--- src/rtl/display_reg_bank_pkg.sv ---
`default_nettype none
// ============================================================================
// Module   : display_regs_pkg
// Purpose  : Shared constants for the dashboard display register bank:
//            field indices, default geometry and the number of meaningful
//            bits in each legacy field.
// Ports    : none (package)
// Revision : 1.0 - initial parametrised release
// ============================================================================
package display_regs_pkg;

  // Default bank geometry
  localparam int DEF_NUM_REGS = 8;
  localparam int DEF_DATA_W   = 8;
  localparam int DEF_TIMEOUT  = 50000;

  // Field index map
  localparam int IDX_SPEED     = 0;
  localparam int IDX_RTD       = 1;
  localparam int IDX_CAR_BATT  = 2;
  localparam int IDX_DISP_BATT = 3;
  localparam int IDX_GPS       = 4;
  localparam int IDX_ERR       = 5;

  // Meaningful bits per field. Every field is stored at full width and the
  // consumer slices it. Ready-to-drive lives in bit 1 only.
  localparam int VW_SPEED     = 8;
  localparam int VW_RTD       = 1;
  localparam int RTD_BIT      = 1;
  localparam int VW_CAR_BATT  = 8;
  localparam int VW_DISP_BATT = 2;
  localparam int VW_GPS       = 2;
  localparam int VW_ERR       = 8;

  typedef enum logic [2:0] {
    FLD_SPEED     = 3'd0,
    FLD_RTD       = 3'd1,
    FLD_CAR_BATT  = 3'd2,
    FLD_DISP_BATT = 3'd3,
    FLD_GPS       = 3'd4,
    FLD_ERR       = 3'd5
  } field_e;

  // Mask of the meaningful bits of an 8-bit field, for consumers.
  function automatic logic [7:0] valid_mask(input int idx);
    logic [7:0] m;
    m = 8'hFF;
    case (idx)
      IDX_RTD:       m = 8'(1 << RTD_BIT);
      IDX_DISP_BATT: m = 8'((1 << VW_DISP_BATT) - 1);
      IDX_GPS:       m = 8'((1 << VW_GPS) - 1);
      default:       m = 8'hFF;
    endcase
    return m;
  endfunction

endpackage
`default_nettype wire

--- src/rtl/display_reg_bank_if.sv ---
`default_nettype none
// ============================================================================
// Module   : display_reg_bank_if
// Purpose  : Write / commit / readback bus of the display register bank.
// Signals  : wr_en, addr, wr_data  - single-cycle field write
//            commit                - copy shadow bank to live bank
//            rd_addr, rd_data      - registered readback of the live bank
// Modports : master (bus driver), slave (register bank)
// Revision : 1.0 - initial parametrised release
// ============================================================================
interface display_reg_bank_if #(
  parameter int ADDR_W = 3,
  parameter int DATA_W = 8
) ();
  logic              wr_en;
  logic [ADDR_W-1:0] addr;
  logic [DATA_W-1:0] wr_data;
  logic              commit;
  logic [ADDR_W-1:0] rd_addr;
  logic [DATA_W-1:0] rd_data;

  modport master (output wr_en, addr, wr_data, commit, rd_addr, input rd_data);
  modport slave  (input wr_en, addr, wr_data, commit, rd_addr, output rd_data);
endinterface
`default_nettype wire

--- src/rtl/display_reg_bank_stale_timer.sv ---
`default_nettype none
// ============================================================================
// Module   : stale_timer
// Purpose  : Per-field age counter. Saturates at TIMEOUT; o_stale is high
//            while saturated. Comes out of reset saturated.
// Ports    : clk, rst_n  - clock, async active-low reset
//            i_restart   - field written this cycle (age back to 0)
//            o_stale     - age has reached TIMEOUT
// Revision : 1.0 - initial release
// ============================================================================
module stale_timer #(
  parameter int TIMEOUT = 50000,
  parameter int TMR_W   = 16
) (
  input  logic clk,
  input  logic rst_n,
  input  logic i_restart,
  output logic o_stale
);

  localparam logic [TMR_W-1:0] c_limit = TMR_W'(TIMEOUT);

  logic [TMR_W-1:0] r_tmr;

  always_ff @(posedge clk or negedge rst_n) begin
    if (!rst_n) begin
      r_tmr <= c_limit;
    end else if (i_restart) begin
      r_tmr <= '0;
    end else if (r_tmr != c_limit) begin
      r_tmr <= r_tmr + TMR_W'(1);
    end
  end

  // Decoded straight from the counter so stale drops the cycle after a write.
  assign o_stale = (r_tmr == c_limit);

endmodule
`default_nettype wire

--- src/rtl/display_reg_bank.sv ---
`default_nettype none
// ============================================================================
// Module   : display_reg_bank
// Purpose  : Double-buffered dashboard telemetry register file. Writes land
//            in a shadow bank; commit copies the whole shadow bank to the
//            live bank at once so the renderer never sees a torn frame.
// Ports    : clk, rst_n     - clock, async active-low reset
//            bus (slave)    - write / commit / readback bus
//            o_live_flat    - live bank, field i at [i*DATA_W +: DATA_W]
//            o_changed      - one-cycle pulse per field altered by a commit
//            o_pending      - field written since the last commit
//            o_stale        - field not written for TIMEOUT cycles
//            o_wr_err       - one-cycle pulse on an out-of-range write
// Revision : 1.0 - initial parametrised release
// ============================================================================
module display_reg_bank
  import display_regs_pkg::*;
#(
  parameter int NUM_REGS = DEF_NUM_REGS,
  parameter int DATA_W   = DEF_DATA_W,
  parameter int ADDR_W   = 3,
  parameter int TIMEOUT  = DEF_TIMEOUT,
  parameter int TMR_W    = 16
) (
  input  logic                       clk,
  input  logic                       rst_n,
  display_reg_bank_if.slave          bus,
  output logic [NUM_REGS*DATA_W-1:0] o_live_flat,
  output logic [NUM_REGS-1:0]        o_changed,
  output logic [NUM_REGS-1:0]        o_pending,
  output logic [NUM_REGS-1:0]        o_stale,
  output logic                       o_wr_err
);

  logic [DATA_W-1:0]   w_live [NUM_REGS];
  logic [NUM_REGS-1:0] w_wr_hit;
  logic                w_addr_ok;
  logic                w_rd_ok;
  logic                w_wr_ok;
  logic [DATA_W-1:0]   r_rd_data;
  logic                r_wr_err;

  assign w_addr_ok = 32'(bus.addr) < NUM_REGS;
  assign w_rd_ok   = 32'(bus.rd_addr) < NUM_REGS;
  assign w_wr_ok   = bus.wr_en && w_addr_ok;

  for (genvar i = 0; i < NUM_REGS; i++) begin : g_field
    localparam logic [ADDR_W-1:0] c_idx = ADDR_W'(i);

    logic [DATA_W-1:0] r_shadow;
    logic [DATA_W-1:0] r_live;
    logic              r_changed;
    logic              r_pending;

    assign w_wr_hit[i] = w_wr_ok && (bus.addr == c_idx);

    always_ff @(posedge clk or negedge rst_n) begin
      if (!rst_n) begin
        r_shadow  <= '0;
        r_live    <= '0;
        r_changed <= 1'b0;
        r_pending <= 1'b0;
      end else begin
        if (w_wr_hit[i]) begin
          r_shadow <= bus.wr_data;
        end
        // Commit takes the shadow value from before any same-cycle write;
        // that write stays pending for the following commit.
        if (bus.commit) begin
          r_live <= r_shadow;
        end
        r_changed <= bus.commit && (r_shadow != r_live);
        r_pending <= w_wr_hit[i] | (r_pending & ~bus.commit);
      end
    end

    stale_timer #(
      .TIMEOUT (TIMEOUT),
      .TMR_W   (TMR_W)
    ) u_stale_timer (
      .clk       (clk),
      .rst_n     (rst_n),
      .i_restart (w_wr_hit[i]),
      .o_stale   (o_stale[i])
    );

    assign w_live[i]                       = r_live;
    assign o_live_flat[i*DATA_W +: DATA_W] = r_live;
    assign o_changed[i]                    = r_changed;
    assign o_pending[i]                    = r_pending;
  end

  // Readback reflects the live bank as it was before this cycle's commit.
  always_ff @(posedge clk or negedge rst_n) begin
    if (!rst_n) begin
      r_rd_data <= '0;
      r_wr_err  <= 1'b0;
    end else begin
      r_rd_data <= w_rd_ok ? w_live[bus.rd_addr] : '0;
      r_wr_err  <= bus.wr_en && !w_addr_ok;
    end
  end

  assign bus.rd_data = r_rd_data;
  assign o_wr_err    = r_wr_err;

endmodule
`default_nettype wire

--- src/flat_wrapper.sv ---
// flat-port wrapper written by rule: the top's interface ports become plain ports
module display_reg_bank_flat import display_regs_pkg::*;
#(
  parameter int NUM_REGS = DEF_NUM_REGS,
  parameter int DATA_W   = DEF_DATA_W,
  parameter int ADDR_W   = 3,
  parameter int TIMEOUT  = DEF_TIMEOUT,
  parameter int TMR_W    = 16
)
  (clk, rst_n, o_live_flat, o_changed, o_pending, o_stale, o_wr_err, bus_wr_en, bus_addr, bus_wr_data, bus_commit, bus_rd_addr, bus_rd_data);
  display_reg_bank_if #(.ADDR_W(ADDR_W), .DATA_W(DATA_W)) bus_i ();
  input  logic clk;
  input  logic rst_n;
  output logic [NUM_REGS*DATA_W-1:0] o_live_flat;
  output logic [NUM_REGS-1:0] o_changed;
  output logic [NUM_REGS-1:0] o_pending;
  output logic [NUM_REGS-1:0] o_stale;
  output logic o_wr_err;
  input wire logic [$bits(bus_i.wr_en)-1:0] bus_wr_en;
  input wire logic [$bits(bus_i.addr)-1:0] bus_addr;
  input wire logic [$bits(bus_i.wr_data)-1:0] bus_wr_data;
  input wire logic [$bits(bus_i.commit)-1:0] bus_commit;
  input wire logic [$bits(bus_i.rd_addr)-1:0] bus_rd_addr;
  output wire logic [$bits(bus_i.rd_data)-1:0] bus_rd_data;
  assign bus_i.wr_en = bus_wr_en;
  assign bus_i.addr = bus_addr;
  assign bus_i.wr_data = bus_wr_data;
  assign bus_i.commit = bus_commit;
  assign bus_i.rd_addr = bus_rd_addr;
  assign bus_rd_data = bus_i.rd_data;
  display_reg_bank #(.NUM_REGS(NUM_REGS), .DATA_W(DATA_W), .ADDR_W(ADDR_W), .TIMEOUT(TIMEOUT), .TMR_W(TMR_W)) u_core (.clk(clk), .rst_n(rst_n), .bus(bus_i), .o_live_flat(o_live_flat), .o_changed(o_changed), .o_pending(o_pending), .o_stale(o_stale), .o_wr_err(o_wr_err));
endmodule
--- config.mk ---
export PLATFORM = sky130hd
export DESIGN_NAME = display_reg_bank_flat
export DESIGN_NICKNAME = d
export VERILOG_FILES = /design/src/rtl/display_reg_bank_pkg.sv /design/src/rtl/display_reg_bank_if.sv /design/src/rtl/display_reg_bank_stale_timer.sv /design/src/rtl/display_reg_bank.sv /design/src/flat_wrapper.sv
export SDC_FILE = /design/constraint.sdc
export NUM_CORES = 1
export LEC_CHECK = 0
export CORE_MARGIN = 2
export CORE_UTILIZATION = 52
export DETAILED_ROUTE_END_ITERATION = 10
export MAX_ROUTING_LAYER = met4
export PLACE_DENSITY = 0.84
export SLEW_MARGIN = 10
export SYNTH_ARGS = -nofsm -noshare
export SYNTH_HDL_FRONTEND = slang
export SYNTH_SLANG_ARGS = --single-unit
--- constraint.sdc ---
create_clock -name clk -period 6.2 [get_ports clk]
set_clock_uncertainty 0.1 [all_clocks]
set_input_delay 1.24 -clock clk [delete_from_list [all_inputs] [get_ports clk]]
set_output_delay 1.24 -clock clk [all_outputs]
set_load 0.02 [all_outputs]
==> impl_metrics.tcl <==
set metrics [dict create \
    status "completed" \
    cts.repair.resized 0 \
    tightest_slew_ns 1.24 \
    clockBufferDepth 3 \
    num-nets-final 1321 \
    syn_nets 1237 \
    pre_cts_slack_ns 2.42 \
    drc 0 \
    path_clk_slew_ns 0.06 \
    cts_inserted_buffers 29 \
    cp_cell_sequence "or4b_1, nor4_4, clkdlybuf4s50_1" \
    die_y_um 166 \
    cts_setup_buffers 0 \
    synth.area.top_cells "dfrtp_1 43%, mux2_2 9.6%, dfstp_2 9.2%" \
    viasPerCell 5.85 \
    vdd_ir_drop_max_mv 0.439 \
    drt-initial-drc-count 800 \
    die-area_um2 27600 \
    syn-instance-count 1203 \
    fin_crit_sh 0.652 \
    hold_path.class "flip-flop to flip-flop" \
    netlist-cell-type-count 48 \
    drtAntennaViolNets 0 \
    netlist_area_um2 13600 \
    fin_setup_tns_ns 0 \
    grt-ovfl-total 0 \
    cts_hold_buf 0 \
    rows 59 \
    h-tree-depth 1 \
    cellLeakagePower_nw 6.97 \
    coreArea_um2 25900 \
    worstSkewPairLatency_ns 0.56 \
    rsz0062_at_grt "no" \
    antenna_cells 0 \
    ioPinCount 115 \
    ys.warnings.count 0 \
    io_buffers 113 \
    root_buffer "clkbuf_16" \
    final_common_cell "dfrtp_1" \
    grt_first_pass_wirelength_um 52300 \
    synth_ff_type "dfrtp_1" \
    critPathCaptureType "primary output" \
    drt_first_pass_iters 6 \
    period_needed_ns 4.04 \
    critPathMaxFanout 6 \
    cts_sinks 280 \
    crit_arrival_ns 2.70 \
    antenna_found_initial 0 \
    final_cell_mix "232 x dfrtp_1, 116 x mux2_2, 111 x clkdlybuf4s50_1, 109 x nand2_1" \
    report.final.slew_viol_count 0 \
    ys_ff_latch 280 \
    final_area_um2 16000 \
    synth_top_area_cell "dfrtp_1" \
    post-route-util 0.616 \
    path_class "flip-flop to primary output" \
    die_x_um 166 \
    critical_path.max_stage_delay_ns 0.68 \
    critPathTopFamily "simple AND/OR/NAND/NOR gates" \
    wl_per_cell_um 19.9 \
    setup_viol_count_final 0 \
    setup_ws_ns 2.16 \
    start_kind "flip-flop" \
    yosysSeqAreaShare 0.518 \
    crit_buf_inv 1 \
    synth_top_cell_area_share 0.425 \
    area_growth_syn_to_layout_pct 17.0 \
    start_util 0.527 \
    hold_viol 0 \
    max_freq_ghz 0.248 \
    crit_slowest_cell "clkdlybuf4s50_1" \
    drive_gt1_frac 0.195 \
    vias 9616 \
    dpl.hpwl_um 21700 \
    slew-limit-headroom 0.174 \
    grt_pass1_vias 9658 \
    power_density_nw_per_um2 381 \
    avgSynthCellArea_um2 11.3 \
    tritoncts "built" \
    place_area_um2 14900 \
    synthArstFlopShare 1.00 \
    grtUsageTotal 0.243 \
    synth_edf_count 0 \
    grt_max_degree 105 \
    gp_congestion 0.862 \
    drv_cap 0 \
    nFillCells 1948 \
    routed_wl_um 32700 \
    worstPathRequired_ns 4.86 \
]
sequential cells by signal, indices dropped and copies added, names as in the netlist:
name                                flops
u_core.g_field.u_stale_timer.r_tmr    128
u_core.g_field.r_live                  64
u_core.g_field.r_shadow                64
u_core.bus.rd_data                      8
u_core.g_field.r_changed                8
u_core.g_field.r_pending                8
cell families after synthesis:
family / Yosys count / share of synthesized area
simple gates: 452 / 0.178
flops: 280 / 0.518
xor+xnor: 153 / 0.0982
mux: 141 / 0.129
buf+inv: 101 / 0.0370
compound gates: 59 / 0.0249
fa+ha+maj: 16 / 0.0147
other cells: 1 / 0.000275
final cells by class:
| class | instances | area [µm²] | area share |
|---|---|---|---|
| inverter | 33 | 124 | 0.00776 |
| multi-input combinational | 822 | 6100 | 0.382 |
| tap | 335 | 419 | 0.0262 |
| clock inverter | 18 | 260 | 0.0163 |
| sequential | 280 | 7070 | 0.443 |
| timing repair buffer | 121 | 1190 | 0.0746 |
| clock buffer | 36 | 802 | 0.0502 |
worst paths after layout:
| check | start | to | slack, ns | depth (start not counted) |
|---|---|---|---|---|
| worst max-delay path | u_core.g_field[6].u_stale_timer.r_tmr[6] | o_stale[6] | 2.16 | 3 |
| worst min-delay path | u_core.g_field[6].r_pending | u_core.g_field[6].r_pending | 0.38 | 1 |
| max in group asynchronous | rst_n | u_core.g_field[7].r_live[4] | 4.06 | 2 |
| worst max register to register | u_core.g_field[6].u_stale_timer.r_tmr[6] | u_core.g_field[6].u_stale_timer.r_tmr[1] | 4.20 | 4 |
| min in group asynchronous | rst_n | u_core.g_field[6].u_stale_timer.r_tmr[1] | 0.60 | 1 |
| worst min register to register | u_core.g_field[6].r_pending | u_core.g_field[6].r_pending | 0.38 | 1 |
power by group:
group	switching, mW	internal, mW
logic	0.696	0.720
registers	0.523	2.24
clock network	0.737	1.17
total	1.96	4.13
routing by layer:
layer	wire [µm]	GRT usage	vias up
li1	-	-	4345
met1	13400	0.304	4892
met2	16000	0.391	283
met3	1910	0.0462	96
met4	1450	0.101	0
met5	0	-	-
worst register-to-register path, stage by stage, from the launching register on:
cell and delay, ns:
dfstp_2 0.59, or4b_1 0.50, nor4_4 0.37, mux2i_1 0.24, nor2_1 0.05
cell usage after synthesis (all sizes together) (8+ instances only):
| library cell | n |
|---|---|
| ha | 16 |
| a21oi | 33 |
| nand3 | 52 |
| buf | 47 |
| and4b | 8 |
| a21o | 8 |
| and3 | 11 |
| and4 | 13 |
| nand4 | 31 |
| nor4b | 14 |
| nor2 | 106 |
| mux2i | 9 |
| inv | 33 |
| or4 | 9 |
| nor4 | 32 |
| nor3 | 18 |
| dfstp | 48 |
| nand2b | 9 |
| dfrtp | 232 |
| mux4 | 16 |
| nand2 | 109 |
| o21ai | 9 |
| clkbuf | 21 |
| or3 | 10 |
| xnor2 | 48 |
| mux2 | 116 |
| xor2 | 105 |
per-stage QoR:
stage                     std cells  hold WS [ns]  total power, mW
after floorplan                1203         0.351             3.53
after global placement         1591         0.359             4.09
after detailed placement       1591         0.372             4.17
after CTS                      1645         0.386             6.10
after global routing           1645         0.402             6.35
final                          1645         0.384             6.08
No activity file was read; power rests on OpenSTA's default activity.
